**config.mk**
```make
export PLATFORM = sky130hd
export DESIGN_NAME = voice_mixer
export DESIGN_NICKNAME = d
export VERILOG_FILES = /design/src/rtl/synth_pkg.sv /design/src/rtl/mix_out_reg.sv /design/src/rtl/voice_mixer.sv
export SDC_FILE = /design/constraint.sdc
export NUM_CORES = 1
export LEC_CHECK = 0
export BUFFER_PORTS_ARGS = -buffer_cell sky130_fd_sc_hd__buf_2
export CORE_MARGIN = 4
export CORE_UTILIZATION = 35
export DETAILED_ROUTE_END_ITERATION = 6
export PLACE_DENSITY_LB_ADDON = 0.2
export SLEW_MARGIN = 20
export SYNTH_ARGS = -nofsm -noshare
export SYNTH_HDL_FRONTEND = slang
export SYNTH_SLANG_ARGS = --single-unit
```
**constraint.sdc**
```tcl
create_clock -name clk -period 3 [get_ports clk]
set_input_delay 0.75 -clock clk [delete_from_list [all_inputs] [get_ports clk]]
set_output_delay 0.75 -clock clk [all_outputs]
set_load 0.02 [all_outputs]
```
**src/rtl/synth_pkg.sv**
```systemverilog
// Shared sample-domain constants and helpers for the synth datapath.
// Saturation clamps any wide signed value into the 16-bit sample range.
package synth_pkg;

  localparam int SAMPLE_W = 16;
  localparam logic signed [31:0] SAMPLE_MAX = 32'sd32767;
  localparam logic signed [31:0] SAMPLE_MIN = -32'sd32768;

  function automatic int clog2(input int n);
    int r;
    r = 0;
    for (int i = 0; i < 31; i++) begin
      if ((1 << i) < n) r = i + 1;
    end
    return r;
  endfunction

  function automatic logic signed [SAMPLE_W-1:0] sat16(input logic signed [31:0] v);
    logic signed [SAMPLE_W-1:0] r;
    if (v > SAMPLE_MAX)      r = SAMPLE_MAX[SAMPLE_W-1:0];
    else if (v < SAMPLE_MIN) r = SAMPLE_MIN[SAMPLE_W-1:0];
    else                     r = v[SAMPLE_W-1:0];
    return r;
  endfunction

endpackage

```
**src/rtl/mix_out_reg.sv**
```systemverilog
// 1-entry valid/ready output buffer; a load overwrites any unaccepted sample and
// raises sticky overrun unless that sample is being accepted on the same edge.
module mix_out_reg
  import synth_pkg::*;
(
  input  logic                       clk,
  input  logic                       reset,
  input  logic                       load_vld,
  input  logic signed [SAMPLE_W-1:0] load_dat,
  input  logic                       clear_flags,
  input  logic                       out_ready,
  output logic                       out_valid,
  output logic signed [SAMPLE_W-1:0] out_sample,
  output logic                       overrun
);

  logic                       out_valid_q, out_valid_d;
  logic signed [SAMPLE_W-1:0] out_sample_q, out_sample_d;
  logic                       overrun_q, overrun_d;

  always_comb begin
    out_valid_d  = out_valid_q;
    out_sample_d = out_sample_q;
    overrun_d    = overrun_q;
    if (out_valid_q && out_ready) out_valid_d = 1'b0;
    if (load_vld) begin
      out_valid_d  = 1'b1;
      out_sample_d = load_dat;
    end
    if (clear_flags) overrun_d = 1'b0;
    // set beats clear when both land in the same cycle
    if (load_vld && out_valid_q && !out_ready) overrun_d = 1'b1;
  end

  always_ff @(posedge clk or posedge reset) begin
    if (reset) begin
      out_valid_q  <= 1'b0;
      out_sample_q <= '0;
      overrun_q    <= 1'b0;
    end else begin
      out_valid_q  <= out_valid_d;
      out_sample_q <= out_sample_d;
      overrun_q    <= overrun_d;
    end
  end

  assign out_valid  = out_valid_q;
  assign out_sample = out_sample_q;
  assign overrun    = overrun_q;

endmodule

```
**src/rtl/voice_mixer.sv**
```systemverilog
// Sums one frame of time-multiplexed voice samples, scales by GAIN_SHIFT and saturates;
// the mix appears 1 clock after the in_last beat. Input is never backpressured.
module voice_mixer
  import synth_pkg::*;
#(
  parameter int NUM_VOICES  = 16,
  parameter int GAIN_SHIFT  = 4,
  parameter int VOICE_IDX_W = 8
) (
  input  logic                       clk,
  input  logic                       reset,
  input  logic                       in_valid,
  input  logic signed [SAMPLE_W-1:0] in_sample,
  input  logic [VOICE_IDX_W-1:0]     voice_index,
  input  logic                       in_last,
  input  logic [NUM_VOICES-1:0]      mute_mask,
  output logic                       out_valid,
  output logic signed [SAMPLE_W-1:0] out_sample,
  input  logic                       out_ready,
  output logic                       overrun,
  output logic                       frame_err,
  input  logic                       clear_flags
);

  localparam int LOG_NV = clog2(NUM_VOICES);
  localparam int ACC_W  = SAMPLE_W + LOG_NV;
  localparam int CNT_W  = LOG_NV + 1;

  logic signed [ACC_W-1:0] acc_q, acc_d;
  logic [CNT_W-1:0]        voice_cnt_q, voice_cnt_d;
  logic                    frame_err_q, frame_err_d;

  logic                       voice_live;
  logic signed [ACC_W-1:0]    contrib;
  logic signed [ACC_W-1:0]    total;
  logic signed [ACC_W-1:0]    scaled;
  logic signed [SAMPLE_W-1:0] mix;
  logic                       frame_done;

  // Out-of-range indices match no voice, so they fall through as silent.
  always_comb begin
    voice_live = 1'b0;
    for (int v = 0; v < NUM_VOICES; v++) begin
      if (32'(voice_index) == v) voice_live = !mute_mask[v];
    end
    contrib = voice_live ? ACC_W'(in_sample) : '0;
    total   = acc_q + contrib;
    scaled  = total >>> GAIN_SHIFT;
    mix     = sat16(32'(scaled));
  end

  assign frame_done = in_valid && in_last;

  always_comb begin
    acc_d       = acc_q;
    voice_cnt_d = voice_cnt_q;
    frame_err_d = frame_err_q;
    if (clear_flags) frame_err_d = 1'b0;
    if (in_valid) begin
      if (in_last) begin
        acc_d       = '0;
        voice_cnt_d = '0;
        if (32'(voice_cnt_q) + 1 != NUM_VOICES) frame_err_d = 1'b1;
      end else begin
        acc_d = total;
        if (voice_cnt_q != '1) voice_cnt_d = voice_cnt_q + CNT_W'(1);
      end
    end
  end

  always_ff @(posedge clk or posedge reset) begin
    if (reset) begin
      acc_q       <= '0;
      voice_cnt_q <= '0;
      frame_err_q <= 1'b0;
    end else begin
      acc_q       <= acc_d;
      voice_cnt_q <= voice_cnt_d;
      frame_err_q <= frame_err_d;
    end
  end

  assign frame_err = frame_err_q;

  mix_out_reg u_out (
    .clk         (clk),
    .reset       (reset),
    .load_vld    (frame_done),
    .load_dat    (mix),
    .clear_flags (clear_flags),
    .out_ready   (out_ready),
    .out_valid   (out_valid),
    .out_sample  (out_sample),
    .overrun     (overrun)
  );

endmodule
```
After elaboration in Yosys (flattened, before gate mapping):

Cells that the tools add are included.

* add/subtract/negate cells: 3
* multipliers: 0
* divide/modulo/power cells: 0
* magnitude comparators: 2
* equality and inequality tests: 17
* shift operators: 0
* mux-type cells: 30
* bitwise gates (word level): 0
* reductions and logical operators: 26

Operators with widths (number)
* == test 8 x 4 -> 1 bit (second input constant): 8
* two-way mux 20 bit: 2
* == test 8 x 3 -> 1 bit (second input constant): 4
* two-way mux 16 bit: 2
* two-way mux 1 bit: 24
* adder 20 bit: 1
* zero test 1 bit: 17
* == test 8 x 2 -> 1 bit (second input constant): 2
* greater-than comparator 16 bit (second input constant): 1
* less-than comparator 16 bit (second input constant): 1
* two-way mux 5 bit: 2
* == test 8 x 1 -> 1 bit (second input constant): 1
* zero test 8 bit: 1
* adder 5 x 1 -> 6 bit (second input constant): 1
* != test 6 x 5 -> 1 bit (second input constant): 1
* nonzero test 2 bit: 3
* adder 5 x 1 -> 5 bit (second input constant): 1
* != test 5 bit (second input constant): 1
* logical AND 1 bit: 4
* AND reduction 2 bit: 1

* flip-flop bits (word level): 44
* bits in latches: 0
* RAM bits: 0
* bits in read-only memories: 0
* input port bits: 46
* output and inout port bits: 19
* logic and storage cells: 84
* memories kept: 0

Depth between registers and ports, before layout:

Gate-level depths: netlist of run 1.

* word-level depth: 22
* mapped depth: 17
* mapped depth without buffers: 15

By module:

From an unflattened synthesis of run 1, not the netlist that was laid out.

* cell total of the unflattened synthesis: 276
* area, all modules: 2951.6 µm²

Modules (own cells, without submodules)
* voice_mixer: times used 1, cells an instance 235, area each 2229.6 µm², sequential area each 650.6 µm²
* mix_out_reg: times used 1, cells an instance 41, area each 721.9 µm², sequential area each 450.4 µm²

Least setup slack after synthesis of run 1:

No wires, ideal clock.

* path kind: input to register
* from: in voice_index[1]
* to: reg u_out.out_sample_q[14] (netlist: u_out.out_sample[14])
* setup time: 125 ps
* arrival: 4105 ps
* data required time: 2875 ps
* path slack: -1229 ps
* cell stages on the path: 17
* path buffers: 2
* path through: buf_2 > inv_1 > o211a_1 > a211oi_1 > o21ai_4 > clkbuf_1 > and3_1 > ha_1 > fa_1 > a21oi_2 > nor2b_1 > a311o_1 > a21oi_4 > o31ai_2 > a221oi_2 > xnor2_1 > mux2_2

* cells in the longest elaborated chain, start to end: 22
* elaborated cells between the ends (all ways): 38
* classes of those cells: add/sub: 1; order compare: 2; eq/ne: 15; mux: 19; reduce/logical: 1

Ends and longest elaborated chain
* start: declaration: RTL line voice_mixer.sv:14 `input logic [VOICE_IDX_W-1:0] voice_index,`
* zero test 8 bit: RTL line voice_mixer.sv:44 `if (32'(voice_index) == v) voice_live = !mute_mask[v];`
* two-way mux 1 bit (15 in series): RTL line voice_mixer.sv:44
* two-way mux 1 bit (*): RTL line voice_mixer.sv:44
* two-way mux 20 bit (*): RTL line voice_mixer.sv:46 `contrib = voice_live ? ACC_W'(in_sample) : '0;`
* adder 20 bit (*): RTL line voice_mixer.sv:47 `total = acc_q + contrib;`
* less-than comparator 16 bit: RTL line synth_pkg.sv:21 `else if (v < SAMPLE_MIN) r = SAMPLE_MIN[SAMPLE_W-1:0];`
* two-way mux 16 bit: RTL line synth_pkg.sv:21
* two-way mux 16 bit (*): RTL line synth_pkg.sv:20 `if (v > SAMPLE_MAX) r = SAMPLE_MAX[SAMPLE_W-1:0];`
* end signal: assignment: RTL line mix_out_reg.sv:42 `out_sample_q <= out_sample_d;`
* end: declaration: RTL line mix_out_reg.sv:18 `logic signed [SAMPLE_W-1:0] out_sample_q, out_sample_d;`

Every way passes the cells marked *; elsewhere a longest branch is shown, timed or not.
A chain may end at the register's enable or synchronous reset.

Worst setup path in the final report of run 1:

* from: in voice_index[4]
* to: reg u_out.out_sample_q[15] (netlist: u_out.out_sample[15])

Same word-level chain as after synthesis.

==> flow_summary.toml, run 1 <==
[synthesis]
synth.distinct_cells = 59
synthCells = 326
synth_common_cells = "44 x dfrtp_1, 37 x nand2_1, 23 x o21ai_0"
synthArstFlopShare_pct = 100.0
seq_area_frac_synth_pct = 36.10
synth_edf_count = 0
yosysWarnings = 0
synthTopCellsByArea = "dfrtp_1 36%, ha_1 9.0%, nand2_1 4.6%"
ys_ff_latch = 44
synth.net_count = 395
yosys.area.top_type = "dfrtp_1"
synth_area_per_cell_um2 = 9.357
synth_top_area_share_pct = 36.10
synth_flop_cell = "dfrtp_1"
syn_area_um2 = 3050
yosysMostFrequentCell = "dfrtp_1"

[die]
die_area_um2 = 10270
initial_core_util_pct = 36.57
num_rows = 33
ios = 65
die_x_um = 101.4
core_um2 = 8341
fp.dieH_um = 101.4

[worst_setup_path]
crit_type = "in2reg"
crit_arrival_ns = 3.93
worstReg2RegEnd = "u_out.out_sample[14]"
critPathBufInv = 4
r2r_slack_ns = 0.49
crit_chain = "buf_6 > nor4_4 > a41oi_2 > a31oi_4 > a21oi_4 > buf_12 > buf_6 > and3_1 > ha_1 > buf_6 > nand4_1 > o21ba_1 > a21oi_2 > a311oi_2 > xnor2_2 > xnor2_1 > mux2_2"
critPathMaxStageDelay_ns = 0.35
endpoint_kind = "register"
r2r_start = "acc_q[0]"
required_ns = 3.19
critical-path-top-delay-family = "compound AO/OA/AOI/OAI gates"
crit_path_start_kind = "input port"
critPathLaunch = "voice_index[4]"
worst_path_most_repeated_cell = "buf_6"
reg2reg_depth = 10
slowest_stage = "nor4_4"
path_max_fanout = 5

[finish]
fill_cells = 704
fin_area_um2 = 4872
area_growth_pct = 59.72
fin_nets = 541
finalNonFillerCells = 578
drive_gt1_share_pct = 52.85
antenna_cells = 0

[routing]
ant_nets = 0
wire_per_inst_um = 15.87
wirelength_um = 9172
drt_first_pass_iters = 4
viasPerCell = 5.123
drc = 0
initialDrtViolationCount = 83
num_vias = 2961

[clocking]
cts_tree = "built"
clockBufferDepth = 2
clock-sinks = 44
cts-root-buf = "clkbuf_8"
clk_latency_ns = 0.30
clk_pin_slew_ns = 0.09
cts_buffers = 5
htreeDepth = 2

[timing]
finClkSkew_ns = 0.01023
rsz0062_at_grt = "true"
drv_slew = 0
finalCritPeriodShare_pct = 124.6
setup_slack_ns = -0.7383
hold_violations = 0
setup_viol = 31
worstMarginPinSlew_ns = 0.8216
max_freq_ghz = 0.2675
period_needed_ns = 3.738
slew_headroom_pct = 45.10
fin_tns_setup_ns = -15.34

[hold_path]
min_to = "u_out.out_sample[5]"
hold_path.class = "reg2reg"
min_from = "u_out.out_sample[5]"
min_path_cells = 2

[placed_design]
place.detailed.hpwl_um = 6231
post-place-cells = 549
placed_area_um2 = 4028
gp_congestion = 0.8600
numPortBuffers = 64

[power_and_ir_drop]
p_leak_nw = 2.269
power_density_nw_per_um2 = 267.1
vdd_drop_max_mv = 0.1365
power_w = 0.001302

[global_route]
antenna_found_initial = 0
gr-usage-all-layers_pct = 18.75
grt_max_degree = 45
grt_pass1_wl_um = 15430
overflow = 0
grt_pass1_vias = 3145

[status]
status = "finished, violations left"
violations = "negative setup slack"

[job]
maxCapViolCount = 0
metal layers:
metal | vias to the layer above | routed length, um | track usage (%)
met2 | 63 | 4591 | 32.29
met3 | 8 | 386 | 3.168
met1 | 1403 | 4070 | 24.45
met4 | 0 | 123 | 4.703
li1 | 1487 | - | -
met5 | - | 0 | 0
report_power, final:
part	leakage (nW)	internal, W	switching, W	total, W
Sequential	0.606	0.000614	0.0000162	0.000630
Clock	0.0445	0.000188	0.000219	0.000406
Combinational	1.62	0.000123	0.000142	0.000265
cells in the final DEF (no fill, tap or decap), types with 4 or more instances in the layout:
cell / n
o21ai_1: 16
clkbuf_8: 6
a21o_1: 7
o21ai_0: 4
and3_4: 8
and3_1: 10
o2bb2ai_1: 13
ha_1: 11
a21oi_4: 6
xnor2_2: 4
nand2_1: 34
a21oi_2: 7
nor2b_1: 7
inv_1: 16
buf_4: 73
o22ai_1: 4
dfrtp_1: 44
xnor2_1: 5
buf_2: 61
o21ai_2: 4
nand2b_1: 4
ha_4: 11
a31oi_4: 4
a21oi_1: 7
buf_6: 16
nor2_1: 8
registers in the layout, summed over array words and instances (netlist names):
| name | flops |
|---|---|
| acc_q | 20 |
| frame_err | 1 |
| voice_cnt_q | 5 |
| u_out.out_valid | 1 |
| u_out.out_sample | 16 |
| u_out.overrun | 1 |
tightest hold or removal path, cell delays in order, from the launching register on:
cell and delay [ns]:
dfrtp_1 0.34, nand2_1 0.06, o21ai_2 0.05
what timing repair did:
action | in CTS | in global routing
hold buffers | 0 | 0
gates cloned | 1 | 0
setup endpoints to repair | 32 | 32
setup buffers | 18 | 7
gates resized for setup | 84 | 32
pin swaps | 43 | 39
stage by stage:
stage	hold WS (ns)	setup slack, ns	util, %
after floorplan	0.4581	-0.9275	-
after global placement	0.4564	-1.088	48.29
after detailed placement	0.4657	-1.143	48.29
after CTS	0.4883	-0.7333	56.21
after global routing	0.5121	-0.8613	58.42
final	0.4778	-0.7383	58.42
how the worst max path moves through the flow:
| stage | depth (start not counted) | slack [ns] | end |
|---|---|---|---|
| floorplan | 16 | -0.93 | u_out.out_sample[14] |
| global placement | 16 | -1.09 | u_out.out_sample[15] |
| detailed placement | 16 | -1.14 | u_out.out_sample[15] |
| CTS | 16 | -0.73 | u_out.out_sample[14] |
| global route | 18 | -0.86 | acc_q[13] |
| finish | 17 | -0.74 | u_out.out_sample[15] |
layout make-up:
class	count	area [um^2]	share of cell area, %
tap	105	131.4	2.696
clock inverter	1	7.507	0.1541
multi-input combinational	250	2399	49.23
timing repair buffer	152	1074	22.03
sequential	44	1101	22.60
clock buffer	7	86.33	1.772
inverter	19	73.82	1.515
logic make-up (layout without fill, tap and decap cells):
| group | count (synthesis) | in the layout | share of synthesized area, % |
|---|---|---|---|
| compound gates | 104 | 105 | 25.35 |
| simple gates | 98 | 98 | 16.37 |
| flops | 44 | 44 | 36.10 |
| buf+inv | 33 | 179 | 4.635 |
| fa+ha+maj | 23 | 23 | 9.680 |
| xor+xnor | 17 | 17 | 4.881 |
| mux | 7 | 7 | 2.994 |
No activity file was read; power rests on OpenSTA's default activity.
==> inputs of run 2 (changes only) <==
CORE_MARGIN = 2   (was 4)
==> run 2 against run 1 <==
  * The run still ends with negative setup slack left
  * Clock power up 23%
  * Sequential share of layout area down 0.34 points
  * Fmax down 1.4%
  * Count of clock-buffer cells in the layout down 2
  * Global-route usage up 0.63 points
  * Wire length up 0.74%
  * Die area down 7.7%
  * Via count up 3.1%
  * Largest power group unchanged
==> flow_summary.toml, run 2 (same netlist as run 1, synthesis figures left out) <==
[status]
status = "finished, violations left"
violations = "negative setup slack"

[routing]
drt_first_pass_iters = 4
num_vias = 3053
initialDrtViolationCount = 91
ant_nets = 0
wire_per_inst_um = 15.74
drc = 0
wirelength_um = 9240
viasPerCell = 5.201

[timing]
worstMarginPinSlew_ns = 0.9525
finalCritPeriodShare_pct = 126.4
fin_tns_setup_ns = -16.92
period_needed_ns = 3.791
max_freq_ghz = 0.2638
finClkSkew_ns = 0.01818
setup_viol = 32
hold_violations = 0
setup_slack_ns = -0.7909
slew_headroom_pct = 36.41
rsz0062_at_grt = "true"
drv_slew = 0

[finish]
final_cell_mix = "81 x buf_4, 61 x buf_2, 44 x dfrtp_1"
drive_gt1_share_pct = 53.65
final_common_cell = "buf_4"
largest_reg_flops = 20
fin_nets = 547
fin_area_um2 = 4947
top_register = "acc_q"
fill_cells = 748
finalNonFillerCells = 587
antenna_cells = 0
area_growth_pct = 62.18

[power_and_ir_drop]
p_leak_nw = 2.340
vdd_drop_max_mv = 0.1699
power_density_nw_per_um2 = 281.8
power_w = 0.001394

[worst_setup_path]
r2r_start = "acc_q[1]"
worstReg2RegEnd = "u_out.out_sample[15]"
r2r_slack_ns = 0.43
crit_path_start_kind = "input port"
crit_arrival_ns = 4.00
path_max_fanout = 6
crit_type = "in2reg"
endpoint_kind = "register"
required_ns = 3.21
reg2reg_depth = 9

[die]
fp.dieH_um = 97.36
num_rows = 34
ios = 65
initial_core_util_pct = 35.50
core_um2 = 8593
die_area_um2 = 9478
die_x_um = 97.36

[clocking]
clock-sinks = 44
cts_tree = "built"
clk_latency_ns = 0.32
cts_buffers = 5
clockBufferDepth = 2
htreeDepth = 2
holdBufCountCts = 0
cts-root-buf = "clkbuf_8"
clk_pin_slew_ns = 0.10

[placed_design]
gp_congestion = 0.8340
post-place-cells = 555
post-place-ws_ns = -1.129
numPortBuffers = 64
place.detailed.hpwl_um = 6133
placed_area_um2 = 4054

[global_route]
grt_pass1_wl_um = 15030
grt_pass1_vias = 3051
gr-usage-all-layers_pct = 19.38
grt_max_degree = 45
antenna_found_initial = 0
overflow = 0

[hold_path]
min_to = "u_out.out_sample[10]"
min_path_cells = 2
hold_path.class = "reg2reg"
min_from = "u_out.out_sample[10]"

[job]
maxCapViolCount = 0
## run 2: report_power, final
part | switching (W) | leakage (nW) | internal (W)
Combinational | 0.000145 | 1.68 | 0.000121
Clock | 0.000247 | 0.0548 | 0.000252
Sequential | 0.0000157 | 0.606 | 0.000614
## run 2: cell type report
class | instances | area, um^2 | area share (%)
Multi-Input combinational cell | 250 | 2414 | 48.79
Timing Repair Buffer | 158 | 1111 | 22.46
Sequential cell | 44 | 1101 | 22.26
Tap cell | 108 | 135.1 | 2.731
Inverter | 19 | 71.32 | 1.442
Clock buffer | 5 | 68.82 | 1.391
Clock inverter | 3 | 46.29 | 0.9358
## run 2: layer usage
layer / vias up / routed length [um] / track usage [%]
met5: - / 0 / 0
met4: 0 / 198 / 6.624
met3: 14 / 394 / 3.525
met2: 78 / 4444 / 32.48
met1: 1465 / 4202 / 25.30
li1: 1496 / - / -
## run 2: worst max path at each step
stage                            to  depth (start not counted)            from
6_report       u_out.out_sample[15]                         16  voice_index[6]
3_3_place_gp   u_out.out_sample[14]                         16  voice_index[4]
5_1_grt        u_out.out_sample[14]                         16  voice_index[6]
2_1_floorplan  u_out.out_sample[14]                         16  voice_index[4]
4_1_cts        u_out.out_sample[14]                         16  voice_index[7]
3_5_place_dp   u_out.out_sample[14]                         16  voice_index[4]
## run 2: timing repair
action / in CTS / in global routing
setup buffers: 26 / 5
gates cloned: 1 / 0
resized for setup: 73 / 35
endpoints found under the setup margin: 32 / 32
pin swaps: 40 / 25
## run 2: worst max-delay path: stages
cell and delay, ns:
buf_6 0.09, nor4_4 0.35, and2b_2 0.24, a31oi_4 0.12
buf_12 0.15, a21oi_4 0.24, and3_4 0.23, ha_4 0.21
a21oi_4 0.14, o211ai_1 0.16, o221ai_4 0.26, a21oi_2 0.11
a311oi_2 0.38, xnor2_2 0.14, xnor2_1 0.15, mux2_4 0.27
## run 2: stage by stage
stage	hold WS (ns)	util (%)
2_1_floorplan	0.4581	-
3_3_place_gp	0.4553	47.18
3_5_place_dp	0.4647	47.18
4_1_cts	0.4878	55.10
5_1_grt	0.5102	57.57
6_report	0.4778	57.57
